[config.mk]
export PLATFORM = sky130hd
export DESIGN_NAME = csr_bus_responder
export DESIGN_NICKNAME = d
export VERILOG_FILES = /design/src/rtl/csr_bus_responder.sv
export SDC_FILE = /design/constraint.sdc
export NUM_CORES = 1
export LEC_CHECK = 0
export CORE_UTILIZATION = 47
export DETAILED_ROUTE_END_ITERATION = 12
export HOLD_SLACK_MARGIN = 0.08
export PLACE_DENSITY = 0.78
export SLEW_MARGIN = 0
export SYNTH_ARGS = -nofsm -noshare
export SYNTH_HDL_FRONTEND = slang
export SYNTH_SLANG_ARGS = --single-unit
[constraint.sdc]
create_clock -name clk -period 1.85 [get_ports clk]
set_input_delay 0.185 -clock clk [delete_from_list [all_inputs] [get_ports clk]]
set_output_delay 0.185 -clock clk [all_outputs]
set_load 0.01 [all_outputs]
[src/rtl/csr_bus_responder.sv]
// csr_bus_responder
//   Machine-mode CSR file answering the pipeline's CSR read/write bus and
//   absorbing trap-entry / trap-return events from commit.
//
//   Ports
//     clk, reset (async, active low)
//     csrbus_ar*/r*  : read request (always accepted) and one-cycle response
//     csrbus_w*/b*   : write request and held write response
//     exception_*_in : trap entry event and its pc/cause/value
//     mret_valid_in  : trap return event
//     exception_mtvec_base_out, exception_mepc_out, global_irq_en_out :
//                      combinational views of mtvec, mepc and mstatus.MIE
//
//   Build option
//     CSR_COUNTERS_EN : adds the 64-bit mcycle counter at 0xB00/0xB80
//                       (read/write) with read-only mirrors at 0xC00/0xC80.
//                       Without it those addresses are unimplemented.
module csr_bus_responder #(
    parameter logic [31:0] RESET_MTVEC = 32'h0000_0000,
    parameter logic [31:0] MISA_VAL    = 32'h4000_0100
) (
    input  logic        clk,
    input  logic        reset,

    input  logic [11:0] csrbus_araddr,
    input  logic        csrbus_arvalid,
    output logic [31:0] csrbus_rdata,
    output logic [1:0]  csrbus_rresp,
    output logic        csrbus_rvalid,

    input  logic [11:0] csrbus_waddr,
    input  logic [31:0] csrbus_wdata,
    input  logic        csrbus_wvalid,
    output logic        csrbus_wready,
    output logic [2:0]  csrbus_bresp,
    output logic        csrbus_bvalid,
    input  logic        csrbus_bready,

    input  logic        exception_valid_in,
    input  logic [31:0] exception_mepc_in,
    input  logic [31:0] exception_mcause_in,
    input  logic [31:0] exception_mtval_in,
    input  logic        mret_valid_in,

    output logic [29:0] exception_mtvec_base_out,
    output logic [31:0] exception_mepc_out,
    output logic        global_irq_en_out
);

    localparam logic [11:0] A_MSTATUS  = 12'h300;
    localparam logic [11:0] A_MISA     = 12'h301;
    localparam logic [11:0] A_MIE      = 12'h304;
    localparam logic [11:0] A_MTVEC    = 12'h305;
    localparam logic [11:0] A_MSCRATCH = 12'h340;
    localparam logic [11:0] A_MEPC     = 12'h341;
    localparam logic [11:0] A_MCAUSE   = 12'h342;
    localparam logic [11:0] A_MTVAL    = 12'h343;
    localparam logic [11:0] A_MHARTID  = 12'hF14;
`ifdef CSR_COUNTERS_EN
    localparam logic [11:0] A_MCYCLE   = 12'hB00;
    localparam logic [11:0] A_MCYCLEH  = 12'hB80;
    localparam logic [11:0] A_CYCLE    = 12'hC00;
    localparam logic [11:0] A_CYCLEH   = 12'hC80;
`endif

    localparam logic [1:0] RRESP_OKAY   = 2'b00;
    localparam logic [1:0] RRESP_SLVERR = 2'b10;
    localparam logic [2:0] BRESP_OKAY   = 3'b000;
    localparam logic [2:0] BRESP_UNIMPL = 3'b010;
    localparam logic [2:0] BRESP_RO     = 3'b011;

    typedef enum logic {
        W_IDLE,
        W_RESP
    } w_state_t;

    w_state_t    w_state, w_next;

    logic        st_mie, st_mpie;
    logic [31:0] mie_q, mtvec_q, mscratch_q, mepc_q, mcause_q, mtval_q;
    logic [2:0]  bresp_q;

    logic [31:0] rd_val;
    logic        rd_err;
    logic [2:0]  wr_resp;
    logic        wr_fire;

`ifdef CSR_COUNTERS_EN
    logic [31:0] cyc_lo, cyc_hi;
`endif

    // ---------------- read decode ----------------
    always_comb begin
        rd_val = '0;
        rd_err = 1'b0;
        case (csrbus_araddr)
            A_MSTATUS:  rd_val = {24'b0, st_mpie, 3'b0, st_mie, 3'b0};
            A_MISA:     rd_val = MISA_VAL;
            A_MIE:      rd_val = mie_q;
            A_MTVEC:    rd_val = mtvec_q;
            A_MSCRATCH: rd_val = mscratch_q;
            A_MEPC:     rd_val = mepc_q;
            A_MCAUSE:   rd_val = mcause_q;
            A_MTVAL:    rd_val = mtval_q;
            A_MHARTID:  rd_val = '0;
`ifdef CSR_COUNTERS_EN
            A_MCYCLE,  A_CYCLE:  rd_val = cyc_lo;
            A_MCYCLEH, A_CYCLEH: rd_val = cyc_hi;
`endif
            default:    rd_err = 1'b1;
        endcase
    end

    always_ff @(posedge clk or negedge reset) begin
        if (!reset) begin
            csrbus_rvalid <= 1'b0;
            csrbus_rdata  <= '0;
            csrbus_rresp  <= RRESP_OKAY;
        end else begin
            csrbus_rvalid <= csrbus_arvalid;
            if (csrbus_arvalid) begin
                csrbus_rdata <= rd_val;
                csrbus_rresp <= rd_err ? RRESP_SLVERR : RRESP_OKAY;
            end
        end
    end

    // ---------------- write decode and FSM ----------------
    always_comb begin
        wr_resp = BRESP_OKAY;
        case (csrbus_waddr)
            A_MSTATUS, A_MIE, A_MTVEC, A_MSCRATCH,
            A_MEPC, A_MCAUSE, A_MTVAL:            wr_resp = BRESP_OKAY;
            A_MISA, A_MHARTID:                    wr_resp = BRESP_RO;
`ifdef CSR_COUNTERS_EN
            A_MCYCLE, A_MCYCLEH:                  wr_resp = BRESP_OKAY;
            A_CYCLE, A_CYCLEH:                    wr_resp = BRESP_RO;
`endif
            default:                              wr_resp = BRESP_UNIMPL;
        endcase
    end

    assign wr_fire = (w_state == W_IDLE) && csrbus_wvalid && (wr_resp == BRESP_OKAY);

    always_comb begin
        w_next        = w_state;
        csrbus_wready = 1'b0;
        csrbus_bvalid = 1'b0;
        case (w_state)
            W_IDLE: begin
                csrbus_wready = 1'b1;
                if (csrbus_wvalid) w_next = W_RESP;
            end
            W_RESP: begin
                csrbus_bvalid = 1'b1;
                if (csrbus_bready) w_next = W_IDLE;
            end
            default: w_next = W_IDLE;
        endcase
    end

    always_ff @(posedge clk or negedge reset) begin
        if (!reset) begin
            w_state <= W_IDLE;
            bresp_q <= BRESP_OKAY;
        end else begin
            w_state <= w_next;
            if (w_state == W_IDLE && csrbus_wvalid) bresp_q <= wr_resp;
        end
    end

    assign csrbus_bresp = bresp_q;

    // ---------------- CSR state ----------------
    // Trap events own mstatus/mepc/mcause/mtval in their cycle; a bus write
    // to those fields is dropped there but still acknowledged OKAY.
    always_ff @(posedge clk or negedge reset) begin
        if (!reset) begin
            st_mie     <= 1'b0;
            st_mpie    <= 1'b0;
            mie_q      <= '0;
            mtvec_q    <= RESET_MTVEC & 32'hFFFF_FFFC;
            mscratch_q <= '0;
            mepc_q     <= '0;
            mcause_q   <= '0;
            mtval_q    <= '0;
        end else begin
            if (exception_valid_in) begin
                mepc_q   <= exception_mepc_in & 32'hFFFF_FFFC;
                mcause_q <= exception_mcause_in;
                mtval_q  <= exception_mtval_in;
                st_mpie  <= st_mie;
                st_mie   <= 1'b0;
            end else begin
                if (mret_valid_in) begin
                    st_mie  <= st_mpie;
                    st_mpie <= 1'b1;
                end else if (wr_fire && csrbus_waddr == A_MSTATUS) begin
                    st_mie  <= csrbus_wdata[3];
                    st_mpie <= csrbus_wdata[7];
                end
                if (wr_fire && csrbus_waddr == A_MEPC)   mepc_q   <= csrbus_wdata & 32'hFFFF_FFFC;
                if (wr_fire && csrbus_waddr == A_MCAUSE) mcause_q <= csrbus_wdata;
                if (wr_fire && csrbus_waddr == A_MTVAL)  mtval_q  <= csrbus_wdata;
            end
            if (wr_fire && csrbus_waddr == A_MIE)      mie_q      <= csrbus_wdata;
            if (wr_fire && csrbus_waddr == A_MTVEC)    mtvec_q    <= csrbus_wdata & 32'hFFFF_FFFC;
            if (wr_fire && csrbus_waddr == A_MSCRATCH) mscratch_q <= csrbus_wdata;
        end
    end

`ifdef CSR_COUNTERS_EN
    // Writing one half replaces it without increment; the other half still
    // takes its normal increment/carry from the old count.
    always_ff @(posedge clk or negedge reset) begin
        if (!reset) begin
            cyc_lo <= '0;
            cyc_hi <= '0;
        end else if (wr_fire && csrbus_waddr == A_MCYCLE) begin
            cyc_lo <= csrbus_wdata;
            cyc_hi <= cyc_hi + {31'b0, &cyc_lo};
        end else if (wr_fire && csrbus_waddr == A_MCYCLEH) begin
            cyc_hi <= csrbus_wdata;
            cyc_lo <= cyc_lo + 32'd1;
        end else begin
            {cyc_hi, cyc_lo} <= {cyc_hi, cyc_lo} + 64'd1;
        end
    end
`endif

    assign exception_mtvec_base_out = mtvec_q[31:2];
    assign exception_mepc_out       = mepc_q;
    assign global_irq_en_out        = st_mie;

endmodule
* Yosys cells after proc, flatten, opt, wreduce, memory -nomap -nowiden *
Cells that the tools add are included.
Widths: inputs -> output; s select.

storage, ports and cells
  register bits = 231
  output and inout port bits = 103
  input bits = 159

operators by class
  muxes and demuxes = 20
  bitwise gates (word level) = 1
  equality and inequality tests = 18
  reductions and logical operators = 17

operators by type and width
  operator              count
  $pmux 32 s8           1
  $eq 12x10->1 const B  16
  $mux 32               6
  $eq 12x12->1 const B  2
  $mux 1                10
  $logic_and 1x1->1     9
  $reduce_or 9->1       1
  $reduce_or 7->1       1
  $reduce_bool 2->1     3
  $pmux 2 s2            1
  $logic_not 3->1       1
  $reduce_bool 3->1     1
  $mux 2                1
  $pmux 1 s2            1
  $reduce_or 2->1       1
  $not 1->1             1

* Longest topological paths before layout *
  word-level depth = 9
  mapped depth = 7
  depth with buffers taken out = 4

* Worst setup path after synthesis *
No wires, ideal clock.

  path type = register -> register
  from = reg w_state
  to = reg mcause_q[10]
  library setup time = 0.130 ns
  slack = -0.065 ns
  data required time = 1.720 ns
  arrival = 1.786 ns
  cell stages (with the launch flop) = 8
  period minus slack after synthesis = 1.915 ns
  path through = dfrtp_1 > and4bb_1 > buf_2 > or4b_1 > buf_2 > buf_6 > o31ai_1 > a21oi_1

on the way
  word-level cells in the longest chain between the ends = 5

RTL lines
  item                                RTL line  RTL
  from (decl)                         77        w_state_t w_state, w_next;
  from (signal assigned)              167       w_state <= w_next;
  $not 1->1                           n/a
  $logic_and 1x1->1 (2 in a row)      143       assign wr_fire = (w_state == W_IDLE) && csrbus_wvalid && (wr_resp == BRESP_OKAY);
  $logic_and 1x1->1                   203       if (wr_fire && csrbus_waddr == A_MCAUSE) mcause_q <= csrbus_wdata;
  $reduce_bool 2->1 (no source line)  n/a
  to (signal assigned)                190       mcause_q <= exception_mcause_in;
  to (signal assigned)                203
  to (decl)                           80        logic [31:0] mie_q, mtvec_q, mscratch_q, mepc_q, mcause_q, mtval_q;

No other way between the ends.
A chain may end at the register's enable or synchronous reset.

* Worst setup path after layout *
  from = reg w_state
  to = reg mtvec_q[17]

on the way
  word-level cells in the longest chain between the ends = 4

RTL lines
  item                            RTL line  RTL
  $not 1->1                       n/a
  $logic_and 1x1->1 (2 in a row)  143
  $logic_and 1x1->1               207       if (wr_fire && csrbus_waddr == A_MTVEC) mtvec_q <= csrbus_wdata & 32'hFFFF_FFFC;
  to (signal assigned)            182       mtvec_q <= RESET_MTVEC & 32'hFFFF_FFFC;
  to (signal assigned)            207
  to (decl)                       80

No other way between the ends.

==> summary.txt <==
Clock network
  • Insertion delay to the later sink of the worst-skew pair: around 0.52 ns
  • # H-tree levels: 1
  • Clk buf depth: 3
  • Clock transition at path regs: ~0.070 ns
  • TritonCTS clock tree: built
  • Num Clock Sinks: 227
  • Num CTS Buffers: 25
  • CTS root buf: clkbuf_16

Power and ir drop
  • Total power: 12400 uW
  • Lkg Pwr: slightly below 0.008 uW
  • PD cells: 735 nW/um^2
  • VDD IR-drop max: approximately 540 uV

Timing
  • Slack of the critical path: -0.211 ns
  • RSZ-0062 raised after global routing: yes
  • Worst Tran Pin Value: 0.842 ns
  • Fmax: about 0.49 GHz
  • Min Tclk post-route: around 2.1 ns
  • Worst Skew: approximately 0.0095 ns
  • Relative slew slack: 0.439
  • Final setup fails: just under 100
  • Hold Violations, Final: 0
  • Period utilization: 1.11
  • Final slew viol count: 0

Critical path
  • CP peak stage delay: between 0.4 and 0.5 ns
  • WP data required: about 2.3 ns
  • Critical Path AT: 2.46 ns
  • CP delay by family, top: simple AND/OR/NAND/NOR gates
  • CP bufs+invs: 3
  • CP Cell Sequence: or3b_4, nor4_4, buf_4, nand4_1, buf_6, clkbuf_16, mux2_1
  • Worst setup path class: reg2reg
  • Slowest CP cell: or3b_4
  • Crit path launch type: flip-flop
  • Worst Path Max Fanout: 9
  • CP endpoint kind: flip-flop

Global routing
  • Largest net degree at the start of global routing: 66
  • GRT Util Overall: 0.277
  • Vias in the first global route: a little over 10000
  • Global-route wire length before repair: approximately 56000 um
  • Initial antenna violation count: 0
  • Overflow after GRT: 0

Die
  • Initial Util: 0.477
  • DIE AREA: roughly 26000 um^2
  • Top-Level Pins: around 260
  • Floorplan die height: ~160 um
  • Area of the core: ~25000 um^2
  • Chip Width: ~160 um
  • Std-Cell Rows: 58

Placement
  • Port bufs: approximately 260
  • Final RePlAce weighted congestion: 0.857
  • HPWL after detailed placement: approximately 26000 um
  • Placed Instances: around 1700
  • Worst slack, placed: -0.553 ns

Layout
  • Multi-input gate area in the final layout: 5930 um^2
  • Final non-filler cell total: between 1500 and 2000
  • Share of cells above drive strength 1: 0.152
  • Nets: roughly 1600
  • Diode count: 0
  • Sequential cell area: between 5000 and 6000 um^2
  • Layout area overhead: 40.6%
  • Fillcell total: ~1900

Drt
  • Vias per cell: ~6
  • Routed wire length: between 30000 and 40000 um
  • DR vias: a little over 10000
  • Starting DRT DRC Count: around 800
  • Routed Antenna Nets: 0
  • WL/cell: about 22 um
  • First-pass detailed-route iteration total: 5
  • Drt drc: 0

Yosys
  • Seq/Total Area, Yosys: 0.474
  • Avg Inst Size Synth: ~11 um^2
  • Top_reg_cell synth: dfrtp_1
  • Synth cell types: 56
  • Ys Warns: 0
  • Post-synth EDFFs: 0
  • Mapped Area: ~12000 um^2
  • #FFs+latches synth: around 230
  • Post-synthesis instance total: ~1100
  • Share of flip-flops with an asynchronous set or reset: 1.00

Worst hold path
  • Worst min-delay path class: in2async

Flow run
  • Max_cap viols: 0

Run status
  • Failing checks: setup timing
  • Status: finished with violations
[cell families after synthesis]
family,count (synthesis),synth area share
other,1,0.000313
buffers and inverters,192,0.0673
flip-flops,227,0.474
AND/OR/NAND/NOR,199,0.110
multiplexers,251,0.222
AO/OA/AOI/OAI,238,0.126
[placed cells by master (no fill, tap or decap), types with 4 or more instances in the layout]
cell type	Yosys	routed
mux2_2	12	12
o31ai_2	0	4
clkbuf_1	59	5
o211ai_1	28	28
conb_1	1	4
o31ai_1	33	8
mux2_4	0	10
dfrtp_1	227	227
inv_1	90	90
clkdlybuf4s50_1	0	247
a21oi_1	126	120
clkbuf_16	0	31
o221ai_1	26	26
and4b_1	32	32
mux2_1	92	82
nor2b_1	68	68
buf_6	3	10
nor3_1	54	53
a21oi_2	0	6
mux2i_1	146	146
clkbuf_8	0	6
buf_4	10	70
o31ai_4	0	21
nor2_1	13	13
clkinv_2	0	4
buf_12	0	16
[synthesized netlist by cell type (all sizes together), types with 13 or more instances]
master  number  area [um^2]
a21oi      126          631
and4b       32          320
buf         42          243
clkbuf      59          221
dfrtp      227         5680
inv         90          338
mux2       104         1170
mux2i      146         1460
nor2        13         48.8
nor2b       68          425
nor3        55          287
o211ai      28          210
o221ai      26          228
o31ai       33          248
[area by class of cell]
class,count,area share
Inverter,91,0.0203
Timing Repair Buffer,358,0.218
Multi-Input combinational cell,692,0.352
Tap cell,330,0.0245
Clock inverter,6,0.00476
Sequential cell,227,0.337
Clock buffer,36,0.0432
[power by group]
group | internal (uW) | switching (uW)
registers | 5220 | 207
logic | 999 | 974
clock network | 2980 | 1990
[metal layers]
| layer | track usage | routed length [um] |
|---|---|---|
| met1 | 0.374 | 16200 |
| met5 | 0 | 0 |
| met3 | 0.0413 | 2660 |
| met2 | 0.463 | 18400 |
| met4 | 0.0768 | 1030 |
[sequential cells by signal, summed over array words and instances (netlist names), 2 cells and up]
name	flops
mie_q	32
mtval_q	32
exception_mepc_out	30
mtvec_q	30
mscratch_q	32
mcause_q	32
csrbus_bresp	2
csrbus_rdata	32
[path summary, 6_finish.rpt]
check | start | to | slack (ns) | cells after the start
setup reg to reg | w_state | mtvec_q[17] | -0.21 | 7
hold / removal | reset | mie_q[3] | 0.21 | 2
max in group asynchronous | reset | mtvec_q[23] | 0.95 | 3
hold reg to reg | csrbus_bresp[1] | csrbus_bresp[1] | 0.49 | 1
min in group clk | exception_valid_in | exception_mepc_out[14] | 0.21 | 3
setup / recovery | w_state | mtvec_q[17] | -0.21 | 7
[stage by stage]
| step | setup TNS [ns] | util | hold slack, ns | cell area, um^2 |
|---|---|---|---|---|
| after global routing | -15.11 | 0.670 | 0.219 | 16800 |
| after global placement | -81.63 | 0.608 | 0.173 | 15300 |
| final | -10.40 | 0.670 | 0.207 | 16800 |
| after CTS | -16.49 | 0.641 | 0.187 | 16100 |
| after floorplan | -1.09 | - | -0.111 | 12000 |
| after detailed placement | -92.66 | 0.608 | 0.171 | 15300 |
[timing repair]
action,in CTS,in global routing
gates cloned,0,8
hold endpoints to repair,139,0
pin swaps,0,27
gates resized for setup,3,89
hold buffers,2,0
endpoints found under the setup margin,185,189
buffers inserted,0,9
[worst reg2reg max path, cell delays in order, from the launching register on]
cell       delay [ns]
dfrtp_1          0.40
or3b_4           0.41
nor4_4           0.18
buf_4            0.17
nand4_1          0.10
buf_6            0.17
clkbuf_16        0.18
mux2_1           0.32
Note: power is estimated with default switching activity, not from simulation.
